File: src/rtl/zassenhaus_reduce_pkg.sv
// Shared FSM encodings, CLOG2 helper and default sizes for the Zassenhaus reducer.
`define CLOG2(x) (((x) <= 2) ? 1 : $clog2(x))

package zassenhaus_reduce_pkg;
  localparam int N_DEF    = 47;
  localparam int M_DEF    = 79;
  localparam int ROWS_DEF = 2 * N_DEF;

  typedef enum logic [2:0] {
    ST_IDLE,
    ST_SCAN,
    ST_SWAP,
    ST_ELIM,
    ST_NEXT,
    ST_EXTRACT,
    ST_DONE
  } state_e;

  // Sub-step of one memory row access: address, wait for data, then up to two writes.
  typedef enum logic [1:0] {
    PH_ISSUE,
    PH_WAIT,
    PH_WR0,
    PH_WR1
  } phase_e;
endpackage

File: src/rtl/zassenhaus_reduce_if.sv
// Memory-side bus of the reducer: S1S2 row RAM port plus basis (E) write port.
interface zassenhaus_reduce_if #(
  parameter int m  = 79,
  parameter int AW = 7,
  parameter int EW = 6
);
  logic [2*m-1:0] S1S2_din;
  logic [2*m-1:0] S1S2_dout;
  logic [AW-1:0]  S1S2_addr;
  logic           S1S2_rw;
  logic [m-1:0]   E_dout;
  logic [EW-1:0]  E_addr;
  logic           E_rw;

  modport master (
    input  S1S2_din,
    output S1S2_dout, S1S2_addr, S1S2_rw, E_dout, E_addr, E_rw
  );

  modport slave (
    output S1S2_din,
    input  S1S2_dout, S1S2_addr, S1S2_rw, E_dout, E_addr, E_rw
  );
endinterface

File: src/rtl/zassenhaus_reduce_pivot.sv
// Pivot register P with the column-bit test and XOR elimination datapath (combinational from row_i).
module zr_pivot_row #(
  parameter int W  = 158,
  parameter int CW = 8
) (
  input  logic          clk,
  input  logic          rst_b,
  input  logic          load_i,
  input  logic [W-1:0]  row_i,
  input  logic [CW-1:0] col_i,
  output logic [W-1:0]  p_o,
  output logic          hit_o,
  output logic [W-1:0]  xor_o
);
  logic [W-1:0] p_q;

  always_ff @(posedge clk) begin
    if (rst_b) begin
      p_q <= '0;
    end else if (load_i) begin
      p_q <= row_i;
    end
  end

  assign p_o   = p_q;
  assign hit_o = row_i[col_i];
  assign xor_o = row_i ^ p_q;
endmodule

File: src/rtl/zassenhaus_reduce.sv
// In-place GF(2) echelon reduction of [U|U ; V|0], then emits the basis of U∩V; one row access at a time.
// Define ZR_RREF_EN to also clear rows above each pivot (reduced row-echelon form, reduced basis).
module zassenhaus_reduce
  import zassenhaus_reduce_pkg::*;
#(
  parameter int n        = N_DEF,
  parameter int m        = M_DEF,
  parameter int ROWS     = 2 * n,
  parameter int DELAY_rd = 1
) (
  input  logic                   clk,
  input  logic                   rst_b,
  input  logic                   start,
  output logic                   finish,
  output logic [`CLOG2(n+1)-1:0] dim,
  zassenhaus_reduce_if.master    mem
);
  localparam int W   = 2 * m;
  localparam int AW  = `CLOG2(ROWS);
  localparam int RCW = `CLOG2(ROWS + 1);
  localparam int CW  = `CLOG2(W);
  localparam int DW  = `CLOG2(n + 1);
  localparam int EW  = `CLOG2(n);
  localparam int WCW = `CLOG2(DELAY_rd + 1);

  localparam logic [RCW-1:0] ROWS_C   = RCW'(ROWS);
  localparam logic [RCW-1:0] LAST_ROW = RCW'(ROWS - 1);
  localparam logic [WCW-1:0] DLY      = WCW'(DELAY_rd);

`ifdef ZR_RREF_EN
  localparam bit RREF = 1'b1;
`else
  localparam bit RREF = 1'b0;
`endif

  state_e           state_q;
  phase_e           phase_q;
  logic [CW-1:0]    col_q;
  logic [RCW-1:0]   pr_q, pa_q, r_q;
  logic [WCW-1:0]   wcnt_q;
  logic             found_q;
  logic [W-1:0]     t_q;
  logic [DW-1:0]    cnt_q, dim_q;
  logic [AW-1:0]    addr_q;
  logic             rw_q, e_rw_q, finish_q;
  logic [W-1:0]     dout_q;
  logic [m-1:0]     e_dout_q;
  logic [EW-1:0]    e_addr_q;

  logic [W-1:0]     din, p_row, x_row;
  logic             hit, data_ok, piv_load, basis_row;
  logic [RCW-1:0]   pr_d;
  logic [DW-1:0]    cnt_d;

  assign din       = mem.S1S2_din;
  assign data_ok   = (phase_q == PH_WAIT) && (wcnt_q == '0);
  assign piv_load  = (state_q == ST_SCAN) && data_ok && hit;
  assign pr_d      = pr_q + RCW'(found_q);
  assign basis_row = (din[W-1:m] == '0) && (din[m-1:0] != '0);
  assign cnt_d     = cnt_q + DW'(basis_row);

  zr_pivot_row #(.W(W), .CW(CW)) u_pivot (
    .clk    (clk),
    .rst_b  (rst_b),
    .load_i (piv_load),
    .row_i  (din),
    .col_i  (col_q),
    .p_o    (p_row),
    .hit_o  (hit),
    .xor_o  (x_row)
  );

  // Elimination row walk: below the pivot only, or every row except the pivot in RREF mode.
  function automatic logic [RCW-1:0] elim_first(input logic [RCW-1:0] p);
    if (RREF) return (p == '0) ? RCW'(1) : '0;
    return p + RCW'(1);
  endfunction

  function automatic logic [RCW-1:0] elim_next(input logic [RCW-1:0] r, input logic [RCW-1:0] p);
    logic [RCW-1:0] c;
    c = r + RCW'(1);
    if (RREF && (c == p)) c = c + RCW'(1);
    return c;
  endfunction

  always_ff @(posedge clk) begin
    if (rst_b) begin
      state_q  <= ST_IDLE;
      phase_q  <= PH_ISSUE;
      col_q    <= '0;
      pr_q     <= '0;
      pa_q     <= '0;
      r_q      <= '0;
      wcnt_q   <= '0;
      found_q  <= 1'b0;
      t_q      <= '0;
      cnt_q    <= '0;
      dim_q    <= '0;
      addr_q   <= '0;
      rw_q     <= 1'b0;
      dout_q   <= '0;
      e_rw_q   <= 1'b0;
      e_dout_q <= '0;
      e_addr_q <= '0;
      finish_q <= 1'b0;
    end else begin
      rw_q     <= 1'b0;
      dout_q   <= '0;
      e_rw_q   <= 1'b0;
      e_dout_q <= '0;
      finish_q <= 1'b0;
      if (phase_q == PH_WAIT && wcnt_q != '0) begin
        wcnt_q <= wcnt_q - WCW'(1);
      end else begin
        case (state_q)
          ST_IDLE: begin
            if (start) begin
              state_q <= ST_SCAN;
              phase_q <= PH_ISSUE;
              col_q   <= CW'(W - 1);
              pr_q    <= '0;
              r_q     <= '0;
              found_q <= 1'b0;
              cnt_q   <= '0;
            end
          end
          ST_SCAN: begin
            if (phase_q == PH_ISSUE) begin
              addr_q  <= r_q[AW-1:0];
              wcnt_q  <= DLY;
              phase_q <= PH_WAIT;
            end else if (hit) begin
              found_q <= 1'b1;
              pa_q    <= r_q;
              phase_q <= PH_ISSUE;
              if (r_q != pr_q) begin
                state_q <= ST_SWAP;
              end else begin
                state_q <= ST_ELIM;
                r_q     <= elim_first(pr_q);
              end
            end else if (r_q == LAST_ROW) begin
              state_q <= ST_NEXT;
            end else begin
              r_q     <= r_q + RCW'(1);
              phase_q <= PH_ISSUE;
            end
          end
          ST_SWAP: begin
            case (phase_q)
              PH_ISSUE: begin
                addr_q  <= pr_q[AW-1:0];
                wcnt_q  <= DLY;
                phase_q <= PH_WAIT;
              end
              PH_WAIT: begin
                t_q     <= din;
                phase_q <= PH_WR0;
              end
              PH_WR0: begin
                addr_q  <= pr_q[AW-1:0];
                rw_q    <= 1'b1;
                dout_q  <= p_row;
                phase_q <= PH_WR1;
              end
              default: begin
                addr_q  <= pa_q[AW-1:0];
                rw_q    <= 1'b1;
                dout_q  <= t_q;
                state_q <= ST_ELIM;
                phase_q <= PH_ISSUE;
                r_q     <= elim_first(pr_q);
              end
            endcase
          end
          ST_ELIM: begin
            case (phase_q)
              PH_ISSUE: begin
                if (r_q >= ROWS_C) begin
                  state_q <= ST_NEXT;
                end else begin
                  addr_q  <= r_q[AW-1:0];
                  wcnt_q  <= DLY;
                  phase_q <= PH_WAIT;
                end
              end
              PH_WAIT: begin
                if (hit) begin
                  rw_q    <= 1'b1;
                  dout_q  <= x_row;
                  phase_q <= PH_WR0;
                end else begin
                  r_q     <= elim_next(r_q, pr_q);
                  phase_q <= PH_ISSUE;
                end
              end
              default: begin
                r_q     <= elim_next(r_q, pr_q);
                phase_q <= PH_ISSUE;
              end
            endcase
          end
          ST_NEXT: begin
            pr_q    <= pr_d;
            found_q <= 1'b0;
            phase_q <= PH_ISSUE;
            if (col_q == '0 || pr_d == ROWS_C) begin
              state_q <= ST_EXTRACT;
              r_q     <= '0;
              cnt_q   <= '0;
            end else begin
              state_q <= ST_SCAN;
              col_q   <= col_q - CW'(1);
              r_q     <= pr_d;
            end
          end
          ST_EXTRACT: begin
            if (phase_q == PH_ISSUE) begin
              addr_q  <= r_q[AW-1:0];
              wcnt_q  <= DLY;
              phase_q <= PH_WAIT;
            end else begin
              if (basis_row) begin
                e_rw_q   <= 1'b1;
                e_dout_q <= din[m-1:0];
                e_addr_q <= cnt_q[EW-1:0];
              end
              cnt_q <= cnt_d;
              if (r_q == LAST_ROW) begin
                state_q  <= ST_DONE;
                dim_q    <= cnt_d;
                finish_q <= 1'b1;
              end else begin
                r_q     <= r_q + RCW'(1);
                phase_q <= PH_ISSUE;
              end
            end
          end
          default: begin
            state_q <= ST_IDLE;
            phase_q <= PH_ISSUE;
          end
        endcase
      end
    end
  end

  assign finish         = finish_q;
  assign dim            = dim_q;
  assign mem.S1S2_dout  = dout_q;
  assign mem.S1S2_addr  = addr_q;
  assign mem.S1S2_rw    = rw_q;
  assign mem.E_dout     = e_dout_q;
  assign mem.E_addr     = e_addr_q;
  assign mem.E_rw       = e_rw_q;
endmodule

File: src/flat_wrapper.sv
// flat-port wrapper written by rule: the top's interface ports become plain ports
module zassenhaus_reduce_flat import zassenhaus_reduce_pkg::*;
#(
  parameter int n        = N_DEF,
  parameter int m        = M_DEF,
  parameter int ROWS     = 2 * n,
  parameter int DELAY_rd = 1
)
  (clk, rst_b, start, finish, dim, mem_S1S2_din, mem_S1S2_dout, mem_S1S2_addr, mem_S1S2_rw, mem_E_dout, mem_E_addr, mem_E_rw);
  zassenhaus_reduce_if #(.m(m), .AW(2), .EW(1)) mem_i ();
  input  logic clk;
  input  logic rst_b;
  input  logic start;
  output logic finish;
  output logic [`CLOG2(n+1)-1:0] dim;
  input wire logic [$bits(mem_i.S1S2_din)-1:0] mem_S1S2_din;
  output wire logic [$bits(mem_i.S1S2_dout)-1:0] mem_S1S2_dout;
  output wire logic [$bits(mem_i.S1S2_addr)-1:0] mem_S1S2_addr;
  output wire logic [$bits(mem_i.S1S2_rw)-1:0] mem_S1S2_rw;
  output wire logic [$bits(mem_i.E_dout)-1:0] mem_E_dout;
  output wire logic [$bits(mem_i.E_addr)-1:0] mem_E_addr;
  output wire logic [$bits(mem_i.E_rw)-1:0] mem_E_rw;
  assign mem_i.S1S2_din = mem_S1S2_din;
  assign mem_S1S2_dout = mem_i.S1S2_dout;
  assign mem_S1S2_addr = mem_i.S1S2_addr;
  assign mem_S1S2_rw = mem_i.S1S2_rw;
  assign mem_E_dout = mem_i.E_dout;
  assign mem_E_addr = mem_i.E_addr;
  assign mem_E_rw = mem_i.E_rw;
  zassenhaus_reduce #(.n(n), .m(m), .ROWS(ROWS), .DELAY_rd(DELAY_rd)) u_core (.clk(clk), .rst_b(rst_b), .start(start), .finish(finish), .dim(dim), .mem(mem_i));
endmodule
File: config.mk
export PLATFORM = sky130hd
export DESIGN_NAME = zassenhaus_reduce_flat
export DESIGN_NICKNAME = d
export VERILOG_FILES = /design/src/rtl/zassenhaus_reduce_pkg.sv /design/src/rtl/zassenhaus_reduce_if.sv /design/src/rtl/zassenhaus_reduce_pivot.sv /design/src/rtl/zassenhaus_reduce.sv /design/src/flat_wrapper.sv
export SDC_FILE = /design/constraint.sdc
export NUM_CORES = 1
export LEC_CHECK = 0
export BUFFER_PORTS_ARGS = -buffer_cell sky130_fd_sc_hd__buf_2
export CAP_MARGIN = 25
export CORE_MARGIN = 3
export CORE_UTILIZATION = 40
export CTS_CLUSTER_DIAMETER = 40
export DETAILED_ROUTE_END_ITERATION = 8
export HOLD_SLACK_MARGIN = 0.06
export PLACE_DENSITY = 0.66
export SYNTH_ARGS = -nofsm -noshare
export SYNTH_HDL_FRONTEND = slang
export SYNTH_SLANG_ARGS = --single-unit
File: constraint.sdc
create_clock -name clk -period 3.2 [get_ports clk]
set_clock_uncertainty 0.2 [all_clocks]
set_input_delay 0.16 -clock clk [delete_from_list [all_inputs] [get_ports clk]]
set_output_delay 0.16 -clock clk [all_outputs]
set_load 0.1 [all_outputs]
### After elaboration in Yosys (flattened, before gate mapping)

Index checks and enable logic that the tools add are counted.

| cells by class | value |
|---|---|
| add/sub/neg operators | 6 |
| $lt $le $gt $ge | 2 |
| eq/ne operators | 31 |
| muxes and demuxes | 67 |
| bitwise logic cells | 6 |
| reduce and logical (&&, ||, !) cells | 38 |

Operators with widths:

| cell | count |
|---|---|
| one-hot mux 158 bit (2 select lines) | 2 |
| 2-to-1 mux 158 bit | 2 |
| XOR 158 bit | 1 |
| logical NOT 79 bit | 1 |
| nonzero test 79 bit | 1 |
| 2-to-1 mux 7 bit | 9 |
| one-hot mux 7 bit (6 select lines) | 1 |
| 2-to-1 mux 3 bit | 10 |
| one-hot mux 7 bit (2 select lines) | 2 |
| 2-to-1 mux 2 bit | 10 |
| AND reduction 4 bit | 5 |
| 2-to-1 mux 6 bit | 3 |
| one-hot mux 3 bit (6 select lines) | 1 |
| one-hot mux 6 bit (3 select lines) | 1 |
| AND reduction 9 bit | 2 |
| 2-to-1 mux 8 bit | 2 |
| inequality test 2 bit, second input constant | 8 |
| one-hot mux 8 bit (2 select lines) | 1 |
| adder 7 x 1 -> 7 bit, second input constant | 2 |
| == test 7 bit, second input constant | 2 |
| 2-to-1 mux 1 bit | 14 |
| inequality test 2 x 1 -> 1 bit, second input constant | 6 |
| one-hot mux 2 bit (3 select lines) | 2 |
| nonzero test 3 bit | 4 |
| other kinds (35) | 58 |

| storage, ports and cells | value |
|---|---|
| register bits after elaboration | 602 |
| logic and storage cells | 169 |

### Depth between registers and ports, before layout

| depth | value |
|---|---|
| depth after elaboration | 5 |
| depth in mapped cells | 14 |
| mapped depth without buffers | 11 |

### Cells and area by module

Synthesis repeated with hierarchy kept, for this count alone.

| unflattened totals | value |
|---|---|
| cell total of the unflattened synthesis | 2,999 |
| area total of the unflattened synthesis | 26,125.1 um^2 |

Modules (own cells, without submodules):

| module | times used | cells an instance | area each (um^2) | seq. area each (um^2) |
|---|---|---|---|---|
| zassenhaus_reduce | 1 | 2,194 | 17,827.1 | 8,888.5 |
| zr_pivot_row | 1 | 805 | 8,298.0 | 3,163.0 |

### Worst setup path after synthesis

Ideal clock, no wire load.

| timing path | value |
|---|---|
| path type | reg2reg |
| start point | register u_core.col_q[0] |
| end point | register u_core.dout_q[100] (netlist: u_core.mem.S1S2_dout[100]) |
| library setup time | 0.128 ns |
| arrival time | 2.719 ns |
| data required time | 2.872 ns |
| setup slack | 0.153 ns |
| cell stages (with the launch flop) | 13 |
| path buffers | 4 |
| clock period less this slack | 3.047 ns |
| cell sequence | dfxtp_1 -> buf_4 -> mux4_2 -> mux2_2 -> a221o_1 -> a32oi_2 -> nand4_2 -> and3_1 -> buf_2 -> buf_6 -> buf_6 -> a22oi_2 -> nor2_1 |

| on the way | value |
|---|---|
| cells in the longest elaborated chain, start to end | 5 |

RTL lines:

| item | RTL line | text |
|---|---|---|
| from (decl) | zassenhaus_reduce.sv:38 | `logic [CW-1:0] col_q;` |
| from (signal assigned) | zassenhaus_reduce.sv:120 | `col_q <= CW'(W - 1);` |
| from (signal assigned) | zassenhaus_reduce.sv:213 | `col_q <= col_q - CW'(1);` |
| binary-select mux 1 bit (select 8 bit) | zassenhaus_reduce_pivot.sv:26 | `assign hit_o = row_i[col_i];` |
| 2-to-1 mux 1 bit (not written as such) | zassenhaus_reduce_pivot.sv:26 |  |
| 2-to-1 mux 158 bit | zassenhaus_reduce.sv:188 | `if (hit) begin` |
| 2-to-1 mux 158 bit | zassenhaus_reduce.sv:177 | `case (phase_q)` |
| one-hot mux 158 bit (2 select lines) | zassenhaus_reduce.sv:115 | `case (state_q)` |
| to (signal assigned) | zassenhaus_reduce.sv:163 | `dout_q <= p_row;` |
| to (signal assigned) | zassenhaus_reduce.sv:169 | `dout_q <= t_q;` |
| to (signal assigned) | zassenhaus_reduce.sv:190 | `dout_q <= x_row;` |
| to (decl) | zassenhaus_reduce.sv:46 | `logic [W-1:0] dout_q;` |

Every way passes these cells. The select of a mux whose other input is x is not followed.
A chain may end at the register's enable or synchronous reset.

### Worst setup path after layout

| timing path | value |
|---|---|
| start point | register u_core.col_q[1] |
| end point | register u_core.u_pivot.p_q[54] (netlist: u_core.u_pivot.p_o[54]) |

| on the way | value |
|---|---|
| cells in the longest elaborated chain, start to end | 3 |

RTL lines:

| item | RTL line | text |
|---|---|---|
| binary-select mux 1 bit (select 8 bit) | zassenhaus_reduce_pivot.sv:26 |  |
| 2-to-1 mux 1 bit (not written as such) | zassenhaus_reduce_pivot.sv:26 |  |
| logical AND 1 bit | zassenhaus_reduce.sv:57 | `assign piv_load = (state_q == ST_SCAN) && data_ok && hit;` |
| to (signal assigned) | zassenhaus_reduce_pivot.sv:21 | `p_q <= row_i;` |
| to (decl) | zassenhaus_reduce_pivot.sv:15 | `logic [W-1:0] p_q;` |

Every way passes these cells. The select of a mux whose other input is x is not followed.

==> results_dict.tcl <==
set metrics [dict create \
    power_density_nw_per_um2 666 \
    hold_viol 0 \
    clockRootBuffer "clkbuf_16" \
    ys_dominant_reg_cell "dfxtp_1" \
    worst_ep_required_time_ns 3.56 \
    maxCapViolCount 0 \
    clkPwrFrac 0.447 \
    antenna_left 0 \
    crit_path_max_fanout 7 \
    drc 0 \
    max-slew-margin-rel 0.282 \
    total_leakage_power_uw 0.0142 \
    post-place-ws_ns -0.414 \
    timing.critical_path.mode_cell "buf_6" \
    worstSkewPairLatency_ns 0.66 \
    placement_rows 94 \
    cellInternalPower_uw 17200 \
    layout_cell_share_with_drive_strength_beyond_1 0.258 \
    violations "negative setup slack" \
    place.port_buffers 409 \
    sw_frac_of_total 0.309 \
    cts_tree "built" \
    grt_pass1_wl_um 151000 \
    pwr-share-comb 0.237 \
    post-dp-hpwl_um 62400 \
    clock-sinks 602 \
    layout.nets 4186 \
    setup_ws_ns -0.106 \
    hold_path.class "in2reg" \
    sequentialPowerShare 0.316 \
    fin_setup_tns_ns -12.56 \
    initial_core_utilization 0.408 \
    report.final.slew_viol_count 0 \
    chipWidth_um 267 \
    critPathLaunchType "register" \
    worst_path_largest_cell_delay_ns 0.48 \
    fp.dieH_um 267 \
    finalWirelength_um 102000 \
    synth_top_area_cell "dfxtp_1" \
    htreeDepth 3 \
    outcome "complete, but fails checks" \
    ys_async_sr_fraction 0 \
    drt_iter0_drc 2361 \
    layout.filler_cells 5882 \
    grt_overflow_total 0 \
    power.net_switching_uw 7690 \
    syn_to_final_growth_pct 37.5 \
    detailedRoute.firstPassIterationCount 6 \
    clk_path_buf_depth 3 \
    final_cell_count_no_fill 4958 \
    synth.net_count 3550 \
    mostFrequentLayoutCell "nand2_1" \
    ys_seq_area_frac 0.443 \
    grt_usage 0.269 \
    avgSynthCellArea_um2 8.06 \
    crit_path_start "u_core.col_q[1]$_SDFFE_PP0P_" \
    critical_path_class "reg2reg" \
    synthDistinctLibCells 70 \
    largest_net_degree_at_the_start_of_global_routing 159 \
    rsz_0062_raised_after_global_routing "yes" \
    grt_antenna_before_repair 3 \
    setup-violations-final 270 \
    highest_attainable_clock_frequency_mhz 303 \
    timing.final.crit_share 1.03 \
    core_area_um2 66600 \
    layout.cells.most_common_list "nand2_1, dfxtp_1, buf_2" \
    routed_wire_length_per_instance_um 20.6 \
    worst_path_max_delay_cell "mux4_2" \
    yosys_warnings 0 \
    place_inst 4568 \
    gp_congestion 0.894 \
    synthesis.instances 3371 \
    synthesis.area_um2 27200 \
    min_from "mem_S1S2_din[106]" \
    num_io_pins 410 \
    yosys.area.top_type_share 0.443 \
    tritoncts.num_buffers 101 \
    worstReg2RegStart "u_core.col_q[1]$_SDFFE_PP0P_" \
    synth_area_leaders "dfxtp_1, nand2_1, a21oi_1, xor2_1, a22oi_2" \
    end_kind "register" \
    period_needed_ns 3.31 \
    detailroute.via_count 27200 \
    actual_transition_at_the_worst_max_transition_pin_ns 1.08 \
    first_global_vias 25800 \
    die_area_um2 71100 \
    cp_data_arrival_time_ns 3.67 \
    drt-vias-per-instance 5.49 \
    crit_chain "buf_6 > mux4_2 > mux2i_1 > nor3_1 > nor4_2 > buf_4 > nand4_4 > buf_6 > nand3_4 > buf_12 > buf_16 > clkbuf_16 > nand2_1 > a21oi_1" \
    peakVddDrop_v 0.000502 \
    number_of_enable_flip_flop_cells_after_synthesis 0 \
    path_clk_slew_ns 0.05 \
    ys_ff_latch 602 \
]
layout make-up:
class	count	area (µm²)	share of cell area
Sequential cell	602	12100	0.322
Antenna cell	2	5.00	0.000134
Multi-Input combinational cell	2493	14400	0.385
Tap cell	864	1080	0.0289
Clock buffer	129	2750	0.0736
Clock inverter	59	769	0.0206
Timing Repair Buffer	795	6260	0.168
Inverter	14	56.3	0.00151
metrics by stage:
step | hold WS (ns) | instance area [µm²] | power (µW) | utilization
floorplan | 0.0817 | 27200 | 10900 | -
global placement | 0.242 | 31000 | 13100 | 0.466
detailed placement | 0.247 | 31000 | 13100 | 0.466
CTS | 0.130 | 36600 | 24700 | 0.550
global route | 0.155 | 37400 | 25700 | 0.562
finish | 0.167 | 37400 | 24900 | 0.562
flip-flops by register name, summed over array words and instances, names as in the netlist:
register	cells
u_core.dim	6
u_core.found_q	1
u_core.r_q	7
u_core.mem.S1S2_dout	158
u_core.wcnt_q	1
u_core.phase_q	2
u_core.e_addr_q	1
u_core.mem.E_rw	1
u_core.addr_q	2
u_core.cnt_q	6
u_core.state_q	3
u_core.mem.E_dout	79
u_core.finish	1
u_core.pr_q	7
u_core.mem.S1S2_rw	1
u_core.t_q	158
u_core.col_q	8
u_core.pa_q	2
u_core.u_pivot.p_o	158
path summary, 6_finish.rpt:
kind / to / slack [ns] / cells after the start
worst min register to register: u_core.t_q[90]$_SDFFE_PP0P_ / 0.25 / 2
worst max-delay path: u_core.u_pivot.p_o[54]$_SDFFE_PP0P_ / -0.11 / 14
worst max register to register: u_core.u_pivot.p_o[54]$_SDFFE_PP0P_ / -0.11 / 14
worst min-delay path: u_core.u_pivot.p_o[106]$_SDFFE_PP0P_ / 0.17 / 4
cells by family after synthesis:
kind of cell,share of synthesized area
AOI/OAI and AO/OA,0.186
xor gates and xnor gates,0.0609
adders and majority gates,0.00828
buffers and inverters,0.0448
DFF,0.443
muxes,0.0359
and+or+nand+nor,0.221
synthesized netlist by cell type, types with 10 or more instances:
cell and number:
nand2_1 999, dfxtp_1 602, a21oi_1 347, nor2_1 213
clkbuf_1 197, o21ai_0 176, xor2_1 174, a22oi_2 100
and2_1 84, a22oi_1 67, nor4_1 45, buf_2 34
mux4_2 27, nand3_1 26, mux2i_1 22, nor3_1 19
ha_1 18, xnor2_1 15, buf_1 13, buf_6 13
mux2_2 13, inv_1 12, nand4_1 12, o211ai_1 11
a211oi_1 10, nor2b_1 10
critical path: cells and delay by family, from the launching register on:
kind,cells,cell delay (ns)
simple gates,5,0.79
mux,2,0.67
flops,1,0.40
buf+inv,6,1.00
compound gates,1,0.12
power by group through the flow:
stage          sequential [µW]  clock, µW  combinational [µW]
6_report                  7860      11100                5900
5_1_grt                   7880      11600                6250
4_1_cts                   7850      11200                5560
3_5_place_dp              8010          0                5130
3_3_place_gp              8010          0                5110
2_1_floorplan             7990          0                2910
layer usage:
| metal | vias up | share of wire | GRT usage |
|---|---|---|---|
| li1 | 12700 | - | - |
| met1 | 13000 | 0.41 | 0.349 |
| met2 | 1275 | 0.47 | 0.445 |
| met3 | 253 | 0.080 | 0.0463 |
| met4 | 2 | 0.041 | 0.108 |
| met5 | - | 0.00013 | 0 |
timing repair:
item | in CTS | in global routing
pin swaps | 22 | 84
hold buffers | 161 | 0
buffers inserted | 13 | 3
gates resized for setup | 60 | 91
cloned | 7 | 18
endpoints found under the setup margin | 332 | 339
endpoints found under the hold margin | 577 | 0
No activity file was read; power rests on OpenSTA's default activity.
